==> config.mk <==
export PLATFORM = sky130hd
export DESIGN_NAME = ram_arbiter
export DESIGN_NICKNAME = d
export VERILOG_FILES = /design/src/rtl/ram_arbiter.sv
export SDC_FILE = /design/constraint.sdc
export NUM_CORES = 1
export LEC_CHECK = 0
export BUFFER_PORTS_ARGS = -buffer_cell sky130_fd_sc_hd__buf_2
export CAP_MARGIN = 5
export CORE_ASPECT_RATIO = 1.75
export CORE_MARGIN = 10
export CORE_UTILIZATION = 43
export CTS_BUF_LIST = sky130_fd_sc_hd__clkbuf_8
export DETAILED_ROUTE_END_ITERATION = 8
export PLACE_DENSITY = 0.8
export SETUP_SLACK_MARGIN = 0.2
export SLEW_MARGIN = 20
export SYNTH_ARGS = -nofsm -noshare
export SYNTH_HDL_FRONTEND = slang
export SYNTH_SLANG_ARGS = --single-unit
==> constraint.sdc <==
create_clock -name CLK -period 2.08 [get_ports CLK]
set_input_delay 0.312 -clock CLK [delete_from_list [all_inputs] [get_ports CLK]]
set_output_delay 0.312 -clock CLK [all_outputs]
set_load 0.01 [all_outputs]
==> src/rtl/ram_arbiter.sv <==
// ram_arbiter: two-port round-robin arbiter in front of a single-port
// synchronous RAM. Port 0 is the data port, port 1 the fetch port.
// Each transaction takes three cycles: IDLE (arbitrate and latch),
// ACCESS (drive the RAM), DONE (acknowledge and return read data).
// Optional feature macro: RAM_ARB_FETCH_READONLY_EN turns port 1 into a
// read-only port. Port-1 writes then complete without touching the RAM and
// raise ERR1 together with ACK1.
module ram_arbiter #(
  parameter int ADDR_WIDTH = 10,
  parameter int DATA_WIDTH = 32
) (
  input  logic                  CLK,
  input  logic                  RESET,
  input  logic                  REQ0,
  input  logic                  REQ1,
  input  logic                  WE0,
  input  logic                  WE1,
  input  logic [ADDR_WIDTH-1:0] ADDR0,
  input  logic [ADDR_WIDTH-1:0] ADDR1,
  input  logic [DATA_WIDTH-1:0] WDATA0,
  input  logic [DATA_WIDTH-1:0] WDATA1,
  output logic                  GNT0,
  output logic                  GNT1,
  output logic                  ACK0,
  output logic                  ACK1,
  output logic                  ERR1,
  output logic [DATA_WIDTH-1:0] RDATA,
  output logic [ADDR_WIDTH-1:0] RAM_ADDRESS,
  output logic [DATA_WIDTH-1:0] RAM_DATA_IN,
  output logic                  RAM_WRITE_ENABLE,
  input  logic [DATA_WIDTH-1:0] RAM_DATA_OUT
);

`ifdef RAM_ARB_FETCH_READONLY_EN
  localparam bit FetchReadOnly = 1'b1;
`else
  localparam bit FetchReadOnly = 1'b0;
`endif

  typedef enum logic [1:0] {
    IDLE   = 2'd0,
    ACCESS = 2'd1,
    DONE   = 2'd2
  } state_e;

  state_e                  state_q, state_d;
  logic                    winner_q, winner_d;   // 0 = port 0, 1 = port 1
  logic                    last_q, last_d;       // port granted most recently
  logic                    we_q, we_d;
  logic [ADDR_WIDTH-1:0]   addr_q, addr_d;
  logic [DATA_WIDTH-1:0]   wdata_q, wdata_d;
  logic                    pick;
  logic                    blocked_write;

  // State and latched-transaction registers.
  // NOTE: sequential state uses non-blocking assignments so every register
  // samples the pre-edge values, independent of statement order.
  always_ff @(posedge CLK or posedge RESET) begin
    if (RESET) begin
      state_q  <= IDLE;
      winner_q <= 1'b0;
      last_q   <= 1'b1;  // "port 1 last" gives port 0 the first tie
      we_q     <= 1'b0;
      addr_q   <= '0;
      wdata_q  <= '0;
    end else begin
      state_q  <= state_d;
      winner_q <= winner_d;
      last_q   <= last_d;
      we_q     <= we_d;
      addr_q   <= addr_d;
      wdata_q  <= wdata_d;
    end
  end

  // Next-state logic: arbitrate in IDLE, then step ACCESS -> DONE -> IDLE.
  // NOTE: every variable gets a default first so no path leaves a latch.
  always_comb begin
    state_d  = state_q;
    winner_d = winner_q;
    last_d   = last_q;
    we_d     = we_q;
    addr_d   = addr_q;
    wdata_d  = wdata_q;
    pick     = 1'b0;
    case (state_q)
      IDLE: begin
        if (REQ0 || REQ1) begin
          // On a tie the port that was not granted last wins.
          pick     = (REQ0 && REQ1) ? ~last_q : REQ1;
          winner_d = pick;
          last_d   = pick;
          we_d     = pick ? WE1 : WE0;
          addr_d   = pick ? ADDR1 : ADDR0;
          wdata_d  = pick ? WDATA1 : WDATA0;
          state_d  = ACCESS;
        end
      end
      ACCESS:  state_d = DONE;
      DONE:    state_d = IDLE;
      default: state_d = IDLE;
    endcase
  end

  // A port-1 write that the read-only option suppresses.
  assign blocked_write = FetchReadOnly && winner_q && we_q;

  // Output decode: strobes only in their own state, all else low.
  always_comb begin
    GNT0             = 1'b0;
    GNT1             = 1'b0;
    ACK0             = 1'b0;
    ACK1             = 1'b0;
    ERR1             = 1'b0;
    RAM_WRITE_ENABLE = 1'b0;
    RDATA            = '0;
    case (state_q)
      ACCESS: begin
        GNT0             = ~winner_q;
        GNT1             = winner_q;
        RAM_WRITE_ENABLE = we_q && !blocked_write;
      end
      DONE: begin
        ACK0  = ~winner_q;
        ACK1  = winner_q;
        ERR1  = blocked_write;
        RDATA = RAM_DATA_OUT;
      end
      default: ;
    endcase
  end

  // Address and write data hold the latched values until the next grant.
  assign RAM_ADDRESS = addr_q;
  assign RAM_DATA_IN = wdata_q;

endmodule

## Yosys cells after proc, flatten, opt, wreduce, memory -nomap -nowiden

Cells that the tools add are included.

- Register bits after elaboration: 47
- Input port bits: 122
- Output and inout port bits: 80
- Word-level logic and storage cells: 27

- Eq/ne operators: 3
- Muxes and demuxes: 12
- Bitwise gates (word level): 2
- Reduce and logical (&&, ||, !) cells: 4

Operators by type and width:

| kind | number |
|---|---|
| 2-to-1 mux 32 bit | 2 |
| 2-to-1 mux 10 bit | 1 |
| 2-to-1 mux 1 bit | 7 |
| case mux 2 bit (2 select lines) | 1 |
| equality test 2 x 1 -> 1 bit, second input constant | 1 |
| equality test 2 bit, second input constant | 1 |
| logical NOT 2 bit | 1 |
| 2-to-1 mux 2 bit | 1 |
| inequality test 2 bit, second input constant | 1 |
| NOT 1 bit | 2 |
| AND reduction 2 bit | 1 |
| logical AND 1 bit | 1 |
| logical OR 1 bit | 1 |

## Longest topological paths before layout

Gate-level depths: netlist (run 1).

- Depth after elaboration: 3
- Depth in mapped cells: 5
- Mapped depth without buffers: 3

## Least setup slack after synthesis (run 1)

Ideal clock, no wire load.

- Path kind: register to register
- From: reg last_q
- To: reg we_q
- Setup time: 0.125 ns
- Arrival time: 1.460 ns
- Required time: 1.955 ns
- Slack: 0.495 ns
- Stages on the path, launching flop included: 6
- Path buffers: 2
- Period minus slack after synthesis: 1.585 ns
- Path through: dfstp_2 -> a21bo_1 -> buf_6 -> buf_12 -> mux2_4 -> mux2_4

- Word-level cells in the longest chain between the ends: 3

RTL lines:

| element | RTL line | source |
|---|---|---|
| start, declared | 48 | `logic last_q, last_d;` |
| start signal, assigned | 69 | `last_q <= last_d;` |
| NOT 1 bit | 90 | `pick = (REQ0 && REQ1) ? ~last_q : REQ1;` |
| 2-to-1 mux 1 bit | 90 |  |
| 2-to-1 mux 1 bit | 93 | `we_d = pick ? WE1 : WE0;` |
| end signal, assigned | 70 | `we_q <= we_d;` |
| end, declared | 49 | `logic we_q, we_d;` |

Every way passes these cells.
A chain may end at the register's enable or synchronous reset.

## Worst setup path in the final report (run 1)

- From: reg state_q[1]
- To: out RDATA[25]

- Word-level cells in the longest chain between the ends: 2

RTL lines:

| element | RTL line | source |
|---|---|---|
| start, declared | 46 | `state_e state_q, state_d;` |
| start signal, assigned | 67 | `state_q <= state_d;` |
| equality test 2 bit | 117 | `case (state_q)` |
| 2-to-1 mux 32 bit | 117 |  |
| end, declared | 27 | `output logic [DATA_WIDTH-1:0] RDATA,` |

Every way passes these cells.

==> results of run 1 <==
worst register-to-register path: stages (launching register included):
cell and delay (ns):
dfstp_2 0.55, a21bo_2 0.16, buf_4 0.30, mux2_4 0.35, mux2_4 0.26
Yosys cell counts:
cell type | count | area (sq um)
mux2_4 | 78 | 1170
dfrtp_1 | 46 | 1150
and2_1 | 37 | 231
mux2_2 | 8 | 90.1
buf_4 | 5 | 37.5
buf_12 | 4 | 80.1
clkbuf_1 | 3 | 11.3
inv_1 | 2 | 7.51
nor2b_1 | 2 | 12.5
a21bo_1 | 1 | 10.0
a21oi_1 | 1 | 5.00
a31oi_1 | 1 | 6.26
buf_2 | 1 | 5.00
buf_6 | 1 | 11.3
conb_1 | 1 | 3.75
dfstp_2 | 1 | 26.3
nor2_1 | 1 | 3.75
o21a_1 | 1 | 7.51
o32ai_1 | 1 | 8.76
per-layer routing:
metal / track usage, % / up-vias / part of all wire, %
met5: 0 / - / 0
met4: 7.34 / 0 / 2.9
met3: 5.69 / 15 / 12
met2: 32.1 / 129 / 56
met1: 14.0 / 1064 / 29
li1: - / 1060 / -
placed cells by master (no fill, tap or decap), types with 2 or more instances in the layout:
| cell type | Yosys | final |
|---|---|---|
| buf_2 | 1 | 200 |
| mux2_4 | 78 | 78 |
| dfrtp_1 | 46 | 46 |
| and2_1 | 37 | 37 |
| mux2_2 | 8 | 8 |
| clkbuf_8 | 0 | 6 |
| buf_4 | 5 | 3 |
| nor2b_1 | 2 | 2 |
| buf_12 | 4 | 2 |
repair_timing:
action / 4_1_cts / 5_1_grt
endpoints found under the setup margin: 0 / 2
resized for setup: 0 / 1
hold buffers: 0 / 0
state kept, by name, indices dropped and copies added, names as in the netlist:
signal / count
state_q: 2
RAM_ADDRESS: 10
winner_q: 1
RAM_DATA_IN: 32
we_q: 1
last_q: 1
per-stage QoR:
stage	power, mW	setup slack [ns]	util (%)	cells
after global routing	5.68	0.208	61.7	477
after global placement	4.61	0.407	59.8	469
after floorplan	3.68	0.495	-	195
after detailed placement	4.69	0.356	59.8	469
after CTS	5.41	0.287	61.6	477
final	5.33	0.342	61.7	477
cells by family after synthesis:
group	count (synthesis)
AOI/OAI and AO/OA	5
buffers and inverters	16
DFF	47
other	1
muxes	86
and+or+nand+nor	40
layout make-up:
type,count,share of cell area [%]
multi-input combinational,132,38.5
inverter,2,0.186
clock inverter,2,0.869
sequential,47,29.2
clock buffer,6,2.05
timing repair buffer,206,26.7
tap,82,2.54
how the worst min path moves through the flow:
stage	start	to
floorplan	REQ0	last_q
global placement	RAM_ADDRESS[5]	RAM_ADDRESS[5]
detailed placement	RAM_DATA_IN[6]	RAM_DATA_IN[6]
CTS	RESET	RAM_DATA_IN[22]
global route	RESET	RAM_DATA_IN[22]
finish	RESET	RAM_DATA_IN[22]
power groups by stage:
stage	clock network, mW	registers, mW	logic (mW)
floorplan	0	1.85	1.82
global placement	0	1.65	2.96
detailed placement	0	1.67	3.02
CTS	0.726	1.67	3.02
global route	0.772	1.73	3.18
finish	0.705	1.66	2.96
==> run metrics, run 1 <==
Worst Path Class, Setup reg -> out; post-synthesis sequential area ratio 40.9%; largest family of logic cells by synthesized area multiplexers; Syn Inst Count 195; routed length per placed instance 18.9 microns; Mapped Nets roughly 320; Final nets 516; vias in the first global route 2,597; Gate power share 55.6%; HP Class in -> async; Top Ports 202; Clock Sinks 47; Slew headroom approximately three fifths; gr ovfl total 0; CORE AREA 6540 sq um; max-cap violations 0; R2R cell count 4; initial drt markers 54; Pint between 3 and 4 mW; unrepaired setup endpoints after global routing no; post-synthesis adder-cell area fraction 0%; Setup Skew 0.00749 ns; row cnt 39; cell area after layout 4030 sq um; area post-placement 3910 sq um; multi-input combinational cell area 1550 sq um; post-detail-place hpwl 7610 microns; H-tree depth 2; Crit. Startpoint state_q[1]; Yosys cell types 19; Critical-path top delay cell dfrtp_1; worst path buffer plus inverter count 2; Tot GR Track Use ~16%; Reg power frac 31.2%; XOR/XNOR Fraction of Synth Area 0%; power share of the clock group 13.2%; Synth Cell Area 2880 sq um; Final ANT Viol Nets 0; CTS Buffer Depth 2; outcome finished clean; Worst Setup EP RDATA[25]; average size of a mapped cell roughly 15 sq um; Final Hold Vio Count 0; setup violators final 0; final cycle utilization of the critical path ~84%; final hold slack 0.152 ns; clk slew on worst S/H paths 0.09 ns; endpoint type of the worst setup path output port; required time of the critical path between 1.5 and 2 ns; first-pass GRT wire length 13,300 microns; WP depth 4; mux cell area share after synthesis 43.8%; PD cells 1320 nW/um^2; R2R Setup Slk 0.35 ns; Num CTS Buffers 5; CP top delay family flip-flops; Final GP Congestion between 0.9 and 1; Vias 2,268; Die Span X 81.9 microns; leak pwr 2.30 nW; compound-gate portion of the synthesized area approximately 1.3%; share of post-route cells with drive strength above 1 77.0%; initial antenna violation count 0; #FFs+latches synth 47; Syn-to-layout area delta 40.0%; Final Slew Violations 0; Yosys warning total 0; drt drc 0; Die H 128 microns; # diodes 0; register area 1180 sq um; crit path DAT 1.43 ns; Psw 1.86 mW; postcts setup bufs 0; CTS root buffer clkbuf_8; switching share of power 34.9%; CP Cell Sequence nor2b_1 -> buf_6 -> and2_1 -> buf_2; CP max FO 34; worst vdd ir 0.000627 V; Crit path largest cell delay 0.39 ns; Tightest Pin Transition 0.612 ns; setup TNS 0 ns; via/cell ratio 4.75; Pre-Repair DR Iteration Count 4; Final min period 1.74 ns; FILL cells 557; pin count of the biggest net entering global routing 48; die area 10,500 sq um; r2r startpoint last_q; PortBufs 200; Worst R2R End RAM_ADDRESS[1]; Initial Util 44.0%; Peak Freq 575 MHz; CTS tree built; Setup crit start kind register; Clk Latency, worst-skew pair slightly above 0.3 ns; final WL 9030 microns; Post-Synth Simple-Gate Area 8.60%
(Power assumes the default switching activity.)
==> inputs of run 2 (changes only) <==
- clock period: 2.08 -> 1.65 ns (I/O delays scaled with it)
==> run 2 against run 1 <==
Combinational power grew 52%. Non-clock buffer count grew 16. Largest cell class unchanged. Clock power grew 17%. Global-route usage grew 0.96 points. Worst hold slack gained 0.013 ns. Clock skew grew 0.0023 ns. Via count grew 5.2%.
==> run metrics, run 2 (synthesis gave the netlist of run 1 again) <==
outcome finished clean (unchanged); max reg flops 32 (unchanged); Initial Util 44.0% (unchanged); max-cap violations 0 (unchanged); crit-path most repeated cell mux2_4; Final min period roughly 1.6 ns; Critical-path top delay cell dfstp_2 (was dfrtp_1); Final Slew Violations 0 (unchanged); area post-placement 4000 sq um (was 3910 sq um); first-pass GRT wire length 14,100 microns (was 13,300 microns); Vias 2,386 (was 2,268); Syn-to-layout area delta 55.3% (was 40.0%); fin util 68.4% (was 61.7%); # diodes 0 (unchanged); Final Hold Vio Count 0 (unchanged); setup TNS 0 ns (unchanged); post-detail-place hpwl 7690 microns (was 7610 microns); cell area after layout 4470 sq um (was 4030 sq um); CP max FO 8 (was 34); routed length per placed instance 20.0 microns (was 18.9 microns); Final GP Congestion 0.935 (was 0.963); required time of the critical path 1.84 ns (was 1.77 ns); crit path DAT 1.84 ns (was 1.43 ns); CTS Buffer Depth 2 (unchanged); Num CTS Buffers 5 (unchanged); initial antenna violation count 0 (unchanged); row cnt 39 (unchanged); PD cells 1660 nW/um^2 (was 1320 nW/um^2); pin count of the biggest net entering global routing 48 (unchanged); Clock Sinks 47 (unchanged); Setup crit start kind register (unchanged); Final ANT Viol Nets 0 (unchanged); endpoint type of the worst setup path register (was output port); CORE AREA 6540 sq um (unchanged); Setup Skew 0.00975 ns (was 0.00749 ns); Tot GR Track Use 17.5% (was 16.5%); Pre-Repair DR Iteration Count 3 (was 4); Crit path largest cell delay 0.54 ns (was 0.39 ns); clk slew on worst S/H paths 0.09 ns (about the same); worst vdd ir 0.000905 V (was 0.000627 V); leak pwr 2.50 nW (was 2.30 nW); Die H 128 microns (unchanged); final WL 9870 microns (was 9030 microns); setup violators final 0 (unchanged); die area 10,500 sq um (unchanged); CP Cell Sequence a21bo_4 -> clkbuf_16 -> mux2_4 -> mux2_4 (was nor2b_1 -> buf_6 -> and2_1 -> buf_2); initial drt markers 99 (was 54); vias in the first global route 2,699 (was 2,597); CP top delay family multiplexers (was flip-flops); Final Worst Setup Slack 0.00366 ns (was 0.342 ns); share of post-route cells with drive strength above 1 82.2% (was 77.0%); CTS tree built (unchanged); Top Ports 202 (unchanged); Die Span X 81.9 microns (unchanged); Clk Latency, worst-skew pair 0.30 ns (was 0.31 ns); CTS root buffer clkbuf_8 (unchanged); Peak Freq 607 MHz; commonest non-fill, non-tap cell in the layout buf_2 (unchanged); PortBufs 200 (unchanged); H-tree depth 2 (unchanged); via/cell ratio 4.84 (was 4.75); gr ovfl total 0 (unchanged); Worst Path Class, Setup reg -> reg (was reg -> out); final cycle utilization of the critical path about 100%; Post-Place Setup Slack -0.0305 ns (was 0.356 ns); drt drc 0 (unchanged); worst path buffer plus inverter count 1 (was 2); Final nets 532 (was 516); HP Class in -> reg (was in -> async); unrepaired setup endpoints after global routing yes (was no); most frequent cells in the layout buf_2, mux2_4, dfrtp_1 (unchanged)
-- run 2: changes by cell type in the layout (fill, tap and decap cells not counted), sizes merged --
| cell | change |
|---|---|
| clkbuf | +1 |
| dlygate4sd3 | +1 |
| inv | +2 |
| clkinv | -1 |
| buf | +13 |
-- run 2: worst paths after layout --
kind / slack [ns] / depth (start not counted) / from / end
min: 0.17 / 2 / REQ0 / last_q
max: 0.004 / 4 / last_q / RAM_ADDRESS[7]
max in group asynchronous: 0.83 / 4 / RESET / last_q
min in group asynchronous: 0.53 / 4 / RESET / RAM_DATA_IN[16]
min reg2reg: 0.51 / 1 / RAM_DATA_IN[22] / RAM_DATA_IN[22]
max reg2reg: 0.004 / 4 / last_q / RAM_ADDRESS[7]
-- run 2: what timing repair did --
action	4_1_cts	5_1_grt
pin swaps	16	1
setup endpoints to repair	80	80
hold buffers	1	0
gates resized for setup	52	12
gates cloned	3	2
endpoints found under the hold margin	46	0
setup buffers	3	2
-- run 2: worst reg2reg max path: stages (launching register included) --
cell and delay, ns:
dfstp_2 0.54, a21bo_4 0.24, clkbuf_16 0.21, mux2_4 0.30, mux2_4 0.26
-- run 2: area by class of cell --
type	instances	area, sq um
fill	492	2070
multi-input combinational	132	1650
timing repair buffer	222	1430
sequential	47	1180
tap	82	103
clock buffer	5	68.8
clock inverter	3	37.5
inverter	2	7.51
-- run 2: through the flow --
step	hold WS, ns	power (mW)	std cells
floorplan	0.317	4.63	195
global placement	0.306	5.95	474
global route	0.155	7.88	493
detailed placement	0.311	6.06	474
finish	0.165	7.43	493
CTS	0.153	7.38	489
-- run 2: power by group --
part	switching (mW)	internal [mW]	total, mW
clock network	0.385	0.442	0.826
registers	0.339	1.76	2.10
logic	1.80	2.70	4.50
-- run 2: routing by layer --
| layer | wire (microns) | vias to the layer above | global-route usage, % |
|---|---|---|---|
| met4 | 293 | 0 | 7.65 |
| met3 | 1080 | 17 | 5.55 |
| met1 | 3110 | 1140 | 16.3 |
| met2 | 5400 | 134 | 32.6 |
| li1 | - | 1095 | - |
| met5 | 0 | - | 0 |
==> inputs of run 3 (changes only) <==
- CORE_UTILIZATION: 43 -> 30
- PLACE_DENSITY: 0.8 -> 0.61
- SLEW_MARGIN: 20 -> not set
- clock period: 1.65 -> 1.4 ns (I/O delays scaled with it)
==> run 3 against run 2 <==
The flow now finishes with violations (setup timing). Core utilization fell by 21 points. Sequential share of layout area rose by 0.18 points. Non-clock buffer count fell by 3. First-iteration DRC count fell by 23%. Worst hold slack improved by 0.043 ns. Clock-buffer cell count rose by 1. Die area rose by 34%. Final area fell by 0.67%. Flip-flop and latch count did not move. Clock power rose by 28%. Global-route usage fell by 4.6 points. Critical path depth did not move. Critical path type unchanged. Largest power group unchanged. Highest routed layer unchanged.
==> run metrics, run 3 (synthesis gave the netlist of run 1 again) <==
CP max FO 14 (was 8); row cnt 47 (was 39); PortBufs 200 (unchanged); CORE AREA 9410 sq um (was 6540 sq um); initial antenna violation count 0 (unchanged); Die H 150 microns (was 128 microns); power share of the clock group 12.2% (was 11.1%); Peak Freq 616 MHz (was 607 MHz); Pre-Repair DR Iteration Count 4 (was 3); Reg power frac 28.3% (about the same); Top Ports 202 (unchanged); # diodes 0 (unchanged); area post-placement 4090 sq um (was 4000 sq um); Initial Util 30.6% (was 44.0%); drt drc 0 (unchanged); setup violators final 80 (was 0); Tot GR Track Use 12.8% (was 17.5%); Setup Skew 0.00433 ns (was 0.00975 ns); Design Power 8.68 mW (was 7.43 mW); CTS Buffer Depth 2 (unchanged); clk slew on worst S/H paths 0.09 ns (about the same); Clock Sinks 47 (unchanged); worst vdd ir 0.00108 V (was 0.000905 V); share of post-route cells with drive strength above 1 79.9% (was 82.2%); CTS root buffer clkbuf_8 (unchanged); Die Span X 94.1 microns (was 81.9 microns); final cell count without fillers 530 (was 493); Setup crit start kind register (unchanged); Final GP Congestion 0.910 (was 0.935); dpl cells 516 (was 474); commonest non-fill, non-tap cell in the layout buf_2 (unchanged); crit-path most repeated cell mux2_4 (unchanged); Crit path largest cell delay 0.55 ns (was 0.54 ns); Vias 2,321 (was 2,386); max reg flops 32 (unchanged); final WL 9620 microns (was 9870 microns); vias in the first global route 2,615 (was 2,699); pin count of the biggest net entering global routing 39 (was 48); post-detail-place hpwl 7890 microns (was 7690 microns); Post-Place Setup Slack -0.247 ns (was -0.0305 ns); Psw 2.97 mW (was 2.52 mW); Num CTS Buffers 5 (unchanged); max-cap violations 0 (unchanged); Syn-to-layout area delta 54.3% (was 55.3%); HP Class in -> reg (unchanged); Final ANT Viol Nets 0 (unchanged); R2R Setup Slk -0.22 ns (was 0.004 ns); PD cells 1950 nW/um^2 (was 1660 nW/um^2); failing checks setup timing; H-tree depth 2 (unchanged); unrepaired setup endpoints after global routing yes (unchanged); cell area after layout 4440 sq um (was 4470 sq um); routed length per placed instance 18.2 microns (was 20.0 microns); CTS tree built (unchanged); Final Hold Vio Count 0 (unchanged); Worst Path Class, Setup reg -> reg (unchanged); initial drt markers 76 (was 99); CP Cell Sequence a21bo_4 -> buf_12 -> mux2_4 -> mux2_4 (was a21bo_4 -> clkbuf_16 -> mux2_4 -> mux2_4); CP top delay family multiplexers (unchanged); via/cell ratio 4.38 (was 4.84); crit path DAT 1.81 ns (was 1.84 ns); Gate power share 59.4% (was 60.6%); worst path buffer plus inverter count 1 (unchanged); final cycle utilization of the critical path 116% (was 99.8%); required time of the critical path 1.59 ns (was 1.84 ns); endpoint type of the worst setup path register (unchanged); Critical-path top delay cell dfstp_2 (unchanged); most frequent cells in the layout buf_2, mux2_4, dfrtp_1 (unchanged); final hold slack 0.208 ns (was 0.165 ns); Final min period 1.62 ns (was 1.65 ns); Final Worst Setup Slack -0.223 ns (was 0.00366 ns); leak pwr 2.46 nW (was 2.50 nW); Final Slew Violations 0 (unchanged); Clk Latency, worst-skew pair 0.30 ns (about the same); switching share of power 34.2% (was 34.0%); first-pass GRT wire length 13,900 microns (was 14,100 microns); setup TNS -15.32 ns (was 0 ns); Final nets 529 (was 532); fin util 47.2% (was 68.4%); gr ovfl total 0 (unchanged); die area 14,100 sq um (was 10,500 sq um); outcome finished with violations (was finished clean); Pint 5.71 mW (was 4.91 mW)
[run 3: worst paths after layout]
| check | startpoint | to | cells after the start |
|---|---|---|---|
| max reg2reg | last_q | RAM_DATA_IN[10] | 4 |
| min reg2reg | RAM_DATA_IN[7] | RAM_DATA_IN[7] | 1 |
| max | last_q | RAM_DATA_IN[10] | 4 |
| min in group asynchronous | RESET | RAM_ADDRESS[8] | 3 |
| min | REQ0 | last_q | 3 |
| max in group asynchronous | RESET | RAM_ADDRESS[1] | 4 |
[run 3: repair_timing]
item,CTS,global route
hold buffers,1,0
gates cloned,0,1
endpoints found under the setup margin,81,82
buffers inserted,3,1
pin swaps,4,1
endpoints found under the hold margin,8,0
gates resized for setup,30,9
[run 3: worst register-to-register path, cell delays in order, from the launching register on]
cell,delay [ns]
dfstp_2,0.55
a21bo_4,0.20
buf_12,0.19
mux2_4,0.33
mux2_4,0.26
[run 3: cell type report]
type | count | area [sq um]
Sequential cell | 47 | 1180
Tap cell | 122 | 153
Clock inverter | 2 | 35.0
Fill cell | 867 | 4970
Multi-Input combinational cell | 132 | 1630
Inverter | 2 | 11.3
Clock buffer | 6 | 82.6
Timing Repair Buffer | 219 | 1350
[run 3: per-layer routing]
metal | up-vias | GRT usage, % | share of wire (%)
li1 | 1089 | - | -
met1 | 1087 | 11.7 | 33
met2 | 132 | 23.8 | 53
met3 | 13 | 4.41 | 10
met4 | 0 | 7.18 | 3.9
met5 | - | 0 | 0
[run 3: power groups by stage]
stage / Clock (mW) / Combinational (mW) / Sequential [mW]
finish: 1.06 / 5.16 / 2.46
floorplan: 0 / 2.72 / 2.75
global placement: 0 / 4.73 / 2.45
CTS: 1.11 / 5.12 / 2.47
global route: 1.16 / 5.50 / 2.55
detailed placement: 0 / 4.80 / 2.46
